==> src/rtl/div_pkg.sv <==
`default_nettype none
// ============================================================================
// Module  : div_pkg
// Brief   : Shared types, widths and leading-zero count for the divider.
// Rev     : 1.0
// ============================================================================
package div_pkg;

    localparam int DATA_W = 32;
    localparam int SH_W   = 5;

    typedef enum logic [1:0] {
        IDLE = 2'd0,
        NORM = 2'd1,
        ITER = 2'd2,
        DONE = 2'd3
    } state_t;

    // Zero input yields an unspecified count; the divider only asks for non-zero values.
    function automatic logic [SH_W-1:0] clz32(input logic [DATA_W-1:0] v);
        logic [SH_W-1:0] n;
        logic            found;
        n     = '0;
        found = 1'b0;
        for (int i = DATA_W - 1; i >= 0; i--) begin
            if (!found) begin
                if (v[i]) found = 1'b1;
                else      n     = n + 5'd1;
            end
        end
        return n;
    endfunction

endpackage
`default_nettype wire

==> src/rtl/div_seq_ctrl_barrel.sv <==
`default_nettype none
// ============================================================================
// Module  : BarrelShifter32
// Brief   : 32-bit logarithmic barrel shifter, LR=1 shifts left, LR=0 right.
// Rev     : 1.0
// ============================================================================
module BarrelShifter32 (
    input  logic [4:0]  SH,
    input  logic        LR,
    input  logic [31:0] Input,
    output logic [31:0] Output
);

    logic [31:0] w_stage [0:5];

    assign w_stage[0] = Input;

    genvar gi;
    generate
        for (gi = 0; gi < 5; gi++) begin : g_stage
            assign w_stage[gi+1] = !SH[gi] ? w_stage[gi] :
                                   (LR ? (w_stage[gi] << (1 << gi))
                                       : (w_stage[gi] >> (1 << gi)));
        end
    endgenerate

    assign Output = w_stage[5];

endmodule
`default_nettype wire

==> src/rtl/div_seq_ctrl.sv <==
`default_nettype none
// ============================================================================
// Module  : div_seq_ctrl
// Brief   : Sequential 32-bit unsigned restoring divider with normalisation.
// Rev     : 1.0
// ============================================================================
module div_seq_ctrl
    import div_pkg::*;
#(
    parameter logic [31:0] DBZ_QUOT = 32'hFFFF_FFFF
) (
    input  logic        clk,
    input  logic        rst,
    input  logic        start_valid,
    output logic        start_ready,
    input  logic [31:0] dividend,
    input  logic [31:0] divisor,
    output logic        res_valid,
    input  logic        res_ready,
    output logic [31:0] quotient,
    output logic [31:0] remainder,
    output logic        dbz,
    output logic        busy
);

    state_t              r_state, w_state_n;
    logic [DATA_W-1:0]   r_quo, w_quo_n;
    logic [DATA_W-1:0]   r_rem, w_rem_n;
    logic [DATA_W-1:0]   r_dsr, w_dsr_n;
    logic [SH_W-1:0]     r_cnt, w_cnt_n;
    logic                r_dbz, w_dbz_n;

    logic [SH_W-1:0]     w_k;
    logic [DATA_W-1:0]   w_dsr_norm;
    logic [DATA_W-1:0]   w_dsr_shr;

    assign w_k       = clz32(r_dsr);
    assign w_dsr_shr = r_dsr >> 1;

    // Normalise the divisor so its MSB is set; the quotient then needs k+1 steps.
    BarrelShifter32 u_shift (
        .SH     (w_k),
        .LR     (1'b1),
        .Input  (r_dsr),
        .Output (w_dsr_norm)
    );

    always_ff @(posedge clk) begin
        if (rst) r_state <= IDLE;
        else     r_state <= w_state_n;
    end

    always_comb begin
        w_state_n = r_state;
        w_quo_n   = r_quo;
        w_rem_n   = r_rem;
        w_dsr_n   = r_dsr;
        w_cnt_n   = r_cnt;
        w_dbz_n   = r_dbz;
        case (r_state)
            IDLE: begin
                if (start_valid) begin
                    w_rem_n = dividend;
                    if (divisor == '0) begin
                        w_quo_n   = DBZ_QUOT;
                        w_dbz_n   = 1'b1;
                        w_state_n = DONE;
                    end else begin
                        w_quo_n   = '0;
                        w_dsr_n   = divisor;
                        w_dbz_n   = 1'b0;
                        w_state_n = NORM;
                    end
                end
            end
            NORM: begin
                w_dsr_n   = w_dsr_norm;
                w_cnt_n   = w_k;
                w_state_n = ITER;
            end
            ITER: begin
                if (r_rem >= r_dsr) begin
                    w_rem_n = r_rem - r_dsr;
                    w_quo_n = {r_quo[DATA_W-2:0], 1'b1};
                end else begin
                    w_quo_n = {r_quo[DATA_W-2:0], 1'b0};
                end
                w_dsr_n = w_dsr_shr;
                if (r_cnt == '0) w_state_n = DONE;
                else             w_cnt_n   = r_cnt - 5'd1;
            end
            DONE: begin
                if (res_ready) begin
                    w_dbz_n   = 1'b0;
                    w_state_n = IDLE;
                end
            end
            default: w_state_n = IDLE;
        endcase
    end

    always_ff @(posedge clk) begin
        if (rst) begin
            r_quo <= '0;
            r_rem <= '0;
            r_dsr <= '0;
            r_cnt <= '0;
            r_dbz <= 1'b0;
        end else begin
            r_quo <= w_quo_n;
            r_rem <= w_rem_n;
            r_dsr <= w_dsr_n;
            r_cnt <= w_cnt_n;
            r_dbz <= w_dbz_n;
        end
    end

    assign start_ready = (r_state == IDLE);
    assign busy        = (r_state != IDLE);
    assign res_valid   = (r_state == DONE);
    assign quotient    = r_quo;
    assign remainder   = r_rem;
    assign dbz         = r_dbz;

endmodule
`default_nettype wire

==> config.mk <==
export PLATFORM = sky130hd
export DESIGN_NAME = div_seq_ctrl
export DESIGN_NICKNAME = d
export VERILOG_FILES = /design/src/rtl/div_pkg.sv /design/src/rtl/div_seq_ctrl_barrel.sv /design/src/rtl/div_seq_ctrl.sv
export SDC_FILE = /design/constraint.sdc
export NUM_CORES = 1
export LEC_CHECK = 0
export ABC_AREA = 0
export ABC_CLOCK_PERIOD_IN_PS = 26300
export CAP_MARGIN = 0
export CELL_PAD_IN_SITES_DETAIL_PLACEMENT = 1
export CELL_PAD_IN_SITES_GLOBAL_PLACEMENT = 2
export CORE_ASPECT_RATIO = 1.25
export CORE_MARGIN = 2
export CORE_UTILIZATION = 34
export DETAILED_ROUTE_END_ITERATION = 10
export PLACE_DENSITY = 0.85
export SETUP_SLACK_MARGIN = 0.05
export SLEW_MARGIN = 10
export SYNTH_ARGS = -nofsm -noshare
export SYNTH_HDL_FRONTEND = slang
export SYNTH_SLANG_ARGS = --single-unit
==> constraint.sdc <==
create_clock -name clk -period 26.3 [get_ports clk]
set_input_delay 7.89 -clock clk [delete_from_list [all_inputs] [get_ports clk]]
set_output_delay 7.89 -clock clk [all_outputs]
set_load 0.005 [all_outputs]
==> impl_metrics.toml, run 1 <==
[synth]
syn_area_mm2 = 0.0116
synth_area_leader_cell = "dfxtp_1"
synth_flop_cell = "dfxtp_1"
synth_fp_nets = 1698
ys_ff_latch = 104
netlist_top_cells_count = "nor2_1, nand2_1, mux2i_1"
ys_types = 90
synth_top_area_frac = 0.180
yosys_warnings = 0
avgSynthCellArea_um2 = 7.43
seq_area_frac_synth = 0.180
synth_cells = 1561
synthArstFlopShare = 0
synth_edf_count = 0
ys_top_cells_by_area = "dfxtp_1, mux2i_1, ha_1"
yosysMostFrequentCell = "nor2_1"

[critical_path]
critPathMaxStageDelay_ns = 0.59
startpoint_type = "flip-flop"
slowest_stage = "a2111oi_0"
crit_required_ns = 26.54
cp_common_cell = "ha_1"
arrival_ns = 22.41
worst-path-max-fanout = 34
worstSetupPathType = "flip-flop to flip-flop"
endpoint_kind = "flip-flop"

[global_route]
grt_pass1_vias = 12700
antenna_found_initial = 0
grt_util_all_layers = 0.246
grt-ovfl-total = 0
grt_max_degree = 82
grt_pass1_wl_um = 70000

[floorplanning]
dieArea_mm2 = 0.0356
rows = 75
ios = 136
fp.dieH_um = 210
initial_core_util = 0.345
core-area_mm2 = 0.0336
die_w_um = 169

[place]
portBuffers = 135
hpwl_um = 34200
dp.cells = 2031
place.gp.congestion = 0.938

[clock_network]
cts_sinks = 104
root_buffer = "clkbuf_16"
cts_buffer_depth = 2
clk_latency_ns = 0.38
cts.repair.resized = 0
htreeDepth = 3
hold_buffers = 0
cts_tree = "built"
post_cts_buffers = 0
cts_buffers = 9
path_clk_slew_ns = 0.09

[sta]
min_period_ns = 22.17
fmax_mhz = 45.1
rsz0062_at_grt = "no"
finalMaxSlewViolations = 0
fin_setup_tns_ns = 0
setup_viol = 0
hold_viol_final = 0
tightest_slew_ns = 1.26
finalCritPeriodShare = 0.843
slew_headroom = 0.156
skew_ns = 0.0162

[drt]
routed_via_density = 5.90
routed_wl_um = 44200
firstDrtPassIters = 4
antenna_left = 0
wl_per_cell_um = 21.6
num_vias = 12100
drc = 0
drtIter0Drc = 509

[run_status]
status = "finished, final reports clean"

[worst_hold_path]
hold_class = "flip-flop to flip-flop"

[cells_and_area]
syn_to_final_growth_pct = 16.3
drive_gt1_frac = 0.0665
diodes = 0
final_nets = 1756
final_cell_count_no_fill = 2047

[flow_run]
max_cap_viol_count = 0
-- path summary, 6_finish.rpt --
kind | from | end | slack [ns] | cells past startpoint
min reg2reg | quotient[0]$_SDFFE_PP0P_ | quotient[0]$_SDFFE_PP0P_ | 0.49 | 2
max reg2reg | r_dsr[30]$_SDFFE_PP0P_ | r_dsr[29]$_SDFFE_PP0P_ | 4.13 | 108
min | quotient[0]$_SDFFE_PP0P_ | quotient[0]$_SDFFE_PP0P_ | 0.49 | 2
max | r_dsr[30]$_SDFFE_PP0P_ | r_dsr[29]$_SDFFE_PP0P_ | 4.13 | 108
-- flip-flops by register name, summed over array words and instances (netlist names) --
register,flops
r_cnt,5
r_state,2
r_dsr,32
quotient,32
remainder,32
dbz,1
-- layout by cell type (no fill, tap or decap), drive strengths merged, types with 11 or more instances in the layout --
master and instances:
nand3 44, and3 11, a2111oi 24, a221oi 24, a21boi 11, xnor2 47, mux2i 114, nor2 215
o31ai 11, xor2 20, mux2 19, a21o 18, buf 18, and2 17, a21oi 77, nand2 137
dfxtp 104, nand4 12, o21ai 74, or2 15, nand2b 19, clkdlybuf4s50 134, nor3 67, inv 70
nor4 29, ha 68, nor2b 17, a211oi 78
-- through the flow --
| step | utilization | hold slack (ns) | instance area, µm² | setup WS (ns) |
|---|---|---|---|---|
| 6_report | 0.402 | 0.495 | 13500 | 4.13 |
| 5_1_grt | 0.402 | 0.507 | 13500 | 2.23 |
| 3_5_place_dp | 0.393 | 0.481 | 13200 | 4.28 |
| 2_1_floorplan | - | 0.462 | 11600 | 6.55 |
| 4_1_cts | 0.402 | 0.499 | 13500 | 4.18 |
| 3_3_place_gp | 0.393 | 0.470 | 13200 | 5.24 |
-- metal layers --
metal,global-route usage,routed length [µm],vias to the layer above
li1,-,-,5810
met1,0.281,18000,5937
met2,0.454,22700,249
met3,0.0396,1900,72
met4,0.0993,1620,0
met5,0,0,-
-- cells by family after synthesis --
kind of cell	share of synthesized area
buffers and inverters	0.0614
AOI/OAI and AO/OA	0.232
muxes	0.119
adders and majority gates	0.0812
xor gates and xnor gates	0.0781
DFF	0.180
and+or+nand+nor	0.249
-- layout make-up --
class	instances	area [µm²]
fill	4084	20100
multi-input combinational	1284	8860
sequential	104	2080
timing repair buffer	152	1480
tap	423	529
inverter	68	255
clock buffer	10	239
clock inverter	6	52.6
-- worst max-delay path: cells and delay by family (launching register included) --
family,cells,cell delay [ns]
buffers and inverters,5,0.98
muxes,16,3.47
DFF,1,0.49
and+or+nand+nor,25,2.65
adders and majority gates,29,8.85
AOI/OAI and AO/OA,33,5.50
Power of run 1 is left out: the tool's default activity adds up to more than one toggle a clock period on the data nets, which glitch-free logic cannot reach.
==> run 2: changes to the inputs <==
--- a/config.mk
+++ b/config.mk
@@ -6,7 +6,7 @@
 export NUM_CORES = 1
 export LEC_CHECK = 0
 export ABC_AREA = 0
-export ABC_CLOCK_PERIOD_IN_PS = 26300
+export ABC_CLOCK_PERIOD_IN_PS = 22800
 export CAP_MARGIN = 0
 export CELL_PAD_IN_SITES_DETAIL_PLACEMENT = 1
 export CELL_PAD_IN_SITES_GLOBAL_PLACEMENT = 2
==> constraint.sdc (replaced) <==
create_clock -name clk -period 22.8 [get_ports clk]
set_input_delay 6.84 -clock clk [delete_from_list [all_inputs] [get_ports clk]]
set_output_delay 6.84 -clock clk [all_outputs]
set_load 0.005 [all_outputs]
==> run 2 against run 1 <==
  * Count of clock-buffer cells in the layout did not move
  * First-iteration DRC count rose by 4.5%
  * Clock skew fell by 0.0054 ns
  * Fmax rose by 4.0%
  * Critical path depth rose by 1
  * Sequential cell count did not move
  * Routed wire length fell by 0.21%
  * Global-route usage fell by 0.21 points
  * Via count rose by 0.21%
  * Final area rose by 1.5%
  * Final cell count rose by 0.29%
  * Worst setup slack got worse by 2.7 ns
  * Critical path type unchanged
==> impl_metrics.toml, run 2 (synthesis results as in run 1) <==
[run_status]
status = "finished, final reports clean"

[sta]
hold_viol_final = 0
slew_headroom = 0.131
setup_viol = 0
holdWs_ns = 0.506
fmax_mhz = 46.9
min_period_ns = 21.33
fin_setup_tns_ns = 0
finalCritPeriodShare = 0.935
tightest_slew_ns = 1.30
finalMaxSlewViolations = 0
skew_ns = 0.0108

[critical_path]
worst-path-max-fanout = 17
r2r_cells = 109
reg2reg_to = "r_dsr[28]$_SDFFE_PP0P_"
arrival_ns = 21.60
rrSetupSlack_ns = 1.47
crit_required_ns = 23.07
endpoint_kind = "flip-flop"
timing.rr.start = "r_dsr[30]$_SDFFE_PP0P_"
cp_common_cell = "ha_1"
cp.buffers_inverters = 5
startpoint_type = "flip-flop"
slowest_stage = "dfxtp_2"
cp_top_family = "adder cells"
critPathMaxStageDelay_ns = 0.40
worstSetupPathType = "flip-flop to flip-flop"

[cells_and_area]
diodes = 0
syn_to_final_growth_pct = 18.0
drive_gt1_frac = 0.0773
fillCellCount = 4204
mostFrequentLayoutCell = "nor2_1"
final_cell_count_no_fill = 2053
fin_area_mm2 = 0.0137
final_nets = 1762
layout_common_cells = "nor2_1, nand2_1, clkdlybuf4s50_1"

[clock_network]
cts_sinks = 104
clk_latency_ns = 0.37
htreeDepth = 3
cts_buffer_depth = 2
root_buffer = "clkbuf_16"
cts_tree = "built"
path_clk_slew_ns = 0.08
cts_buffers = 9

[floorplanning]
die_w_um = 169
rows = 75
fp.dieH_um = 210
dieArea_mm2 = 0.0356
initial_core_util = 0.345
core-area_mm2 = 0.0336
ios = 136

[place]
place_area_mm2 = 0.0132
hpwl_um = 34100
place.gp.congestion = 0.955
portBuffers = 135
dp.cells = 2032

[drt]
antenna_left = 0
routed_via_density = 5.89
num_vias = 12100
drc = 0
routed_wl_um = 44100
wl_per_cell_um = 21.5
drtIter0Drc = 532
firstDrtPassIters = 7

[global_route]
antenna_found_initial = 0
grt_max_degree = 82
grt_pass1_wl_um = 69500
grt-ovfl-total = 0
grt_util_all_layers = 0.244
grt_pass1_vias = 12500

[flow_run]
max_cap_viol_count = 0

[worst_hold_path]
min_path_cells = 2
hold_end = "quotient[31]$_SDFFE_PP0P_"
hp-start = "quotient[31]$_SDFFE_PP0P_"
hold_class = "flip-flop to flip-flop"
## run 2: changes by cell type in the layout (fill, tap and decap cells not counted), moves of 2 or more
cell,previous run,this run
a21oi_1,76,74
a21oi_2,1,3
buf_12,0,2
buf_4,18,20
bufinv_16,0,3
dfxtp_1,104,102
dfxtp_2,0,2
nor2_1,214,211
nor2_2,1,4
o21ai_0,63,61
## run 2: stage by stage
step	setup WS (ns)	util
2_1_floorplan	3.05	-
3_3_place_gp	1.70	0.393
3_5_place_dp	0.741	0.393
4_1_cts	0.679	0.403
5_1_grt	-0.0306	0.408
6_report	1.47	0.408
## run 2: how the worst max path moves through the flow
stage,from,to,slack (ns),cells after the start
2_1_floorplan,r_dsr[30]$_SDFFE_PP0P_,r_dsr[30]$_SDFFE_PP0P_,3.05,109
3_3_place_gp,r_dsr[30]$_SDFFE_PP0P_,r_dsr[25]$_SDFFE_PP0P_,1.70,108
3_5_place_dp,r_dsr[30]$_SDFFE_PP0P_,r_dsr[29]$_SDFFE_PP0P_,0.74,108
4_1_cts,r_dsr[30]$_SDFFE_PP0P_,r_dsr[29]$_SDFFE_PP0P_,0.68,108
5_1_grt,r_dsr[30]$_SDFFE_PP0P_,r_dsr[29]$_SDFFE_PP0P_,-0.03,109
6_report,r_dsr[30]$_SDFFE_PP0P_,r_dsr[28]$_SDFFE_PP0P_,1.47,109
## run 2: cell type report
cell class	count	area, µm²	share of cell area
clock buffer	10	229	0.0167
sequential	104	2080	0.152
clock inverter	6	115	0.00841
tap	423	529	0.0387
inverter	68	255	0.0186
multi-input combinational	1284	8910	0.651
timing repair buffer	158	1570	0.115
## run 2: worst min-delay path: cells and delay by family, from the launching register on
| kind | cells | cell delay [ns] |
|---|---|---|
| flops | 1 | 0.32 |
| simple gates | 2 | 0.15 |
## run 2: what timing repair did
action	CTS	global route
buffers inserted	0	4
hold buffers	0	0
gates resized for setup	0	22
setup endpoints to repair	0	35
## run 2: metal layers
layer,up-vias,share of wire,global-route usage
li1,5824,-,-
met1,5946,0.41,0.285
met2,258,0.51,0.447
met3,65,0.041,0.0392
met4,0,0.035,0.0881
met5,-,0,0
Power of run 2 is left out for the same reason.
==> run 3: changes to the inputs <==
--- a/config.mk
+++ b/config.mk
@@ -5,7 +5,6 @@
 export SDC_FILE = /design/constraint.sdc
 export NUM_CORES = 1
 export LEC_CHECK = 0
-export ABC_AREA = 0
 export ABC_CLOCK_PERIOD_IN_PS = 22800
 export CAP_MARGIN = 0
 export CELL_PAD_IN_SITES_DETAIL_PLACEMENT = 1
==> results of run 3 <==
No change in the layout: final DEF, timing and power equal those of run 2.
Power of run 3 is left out for the same reason.
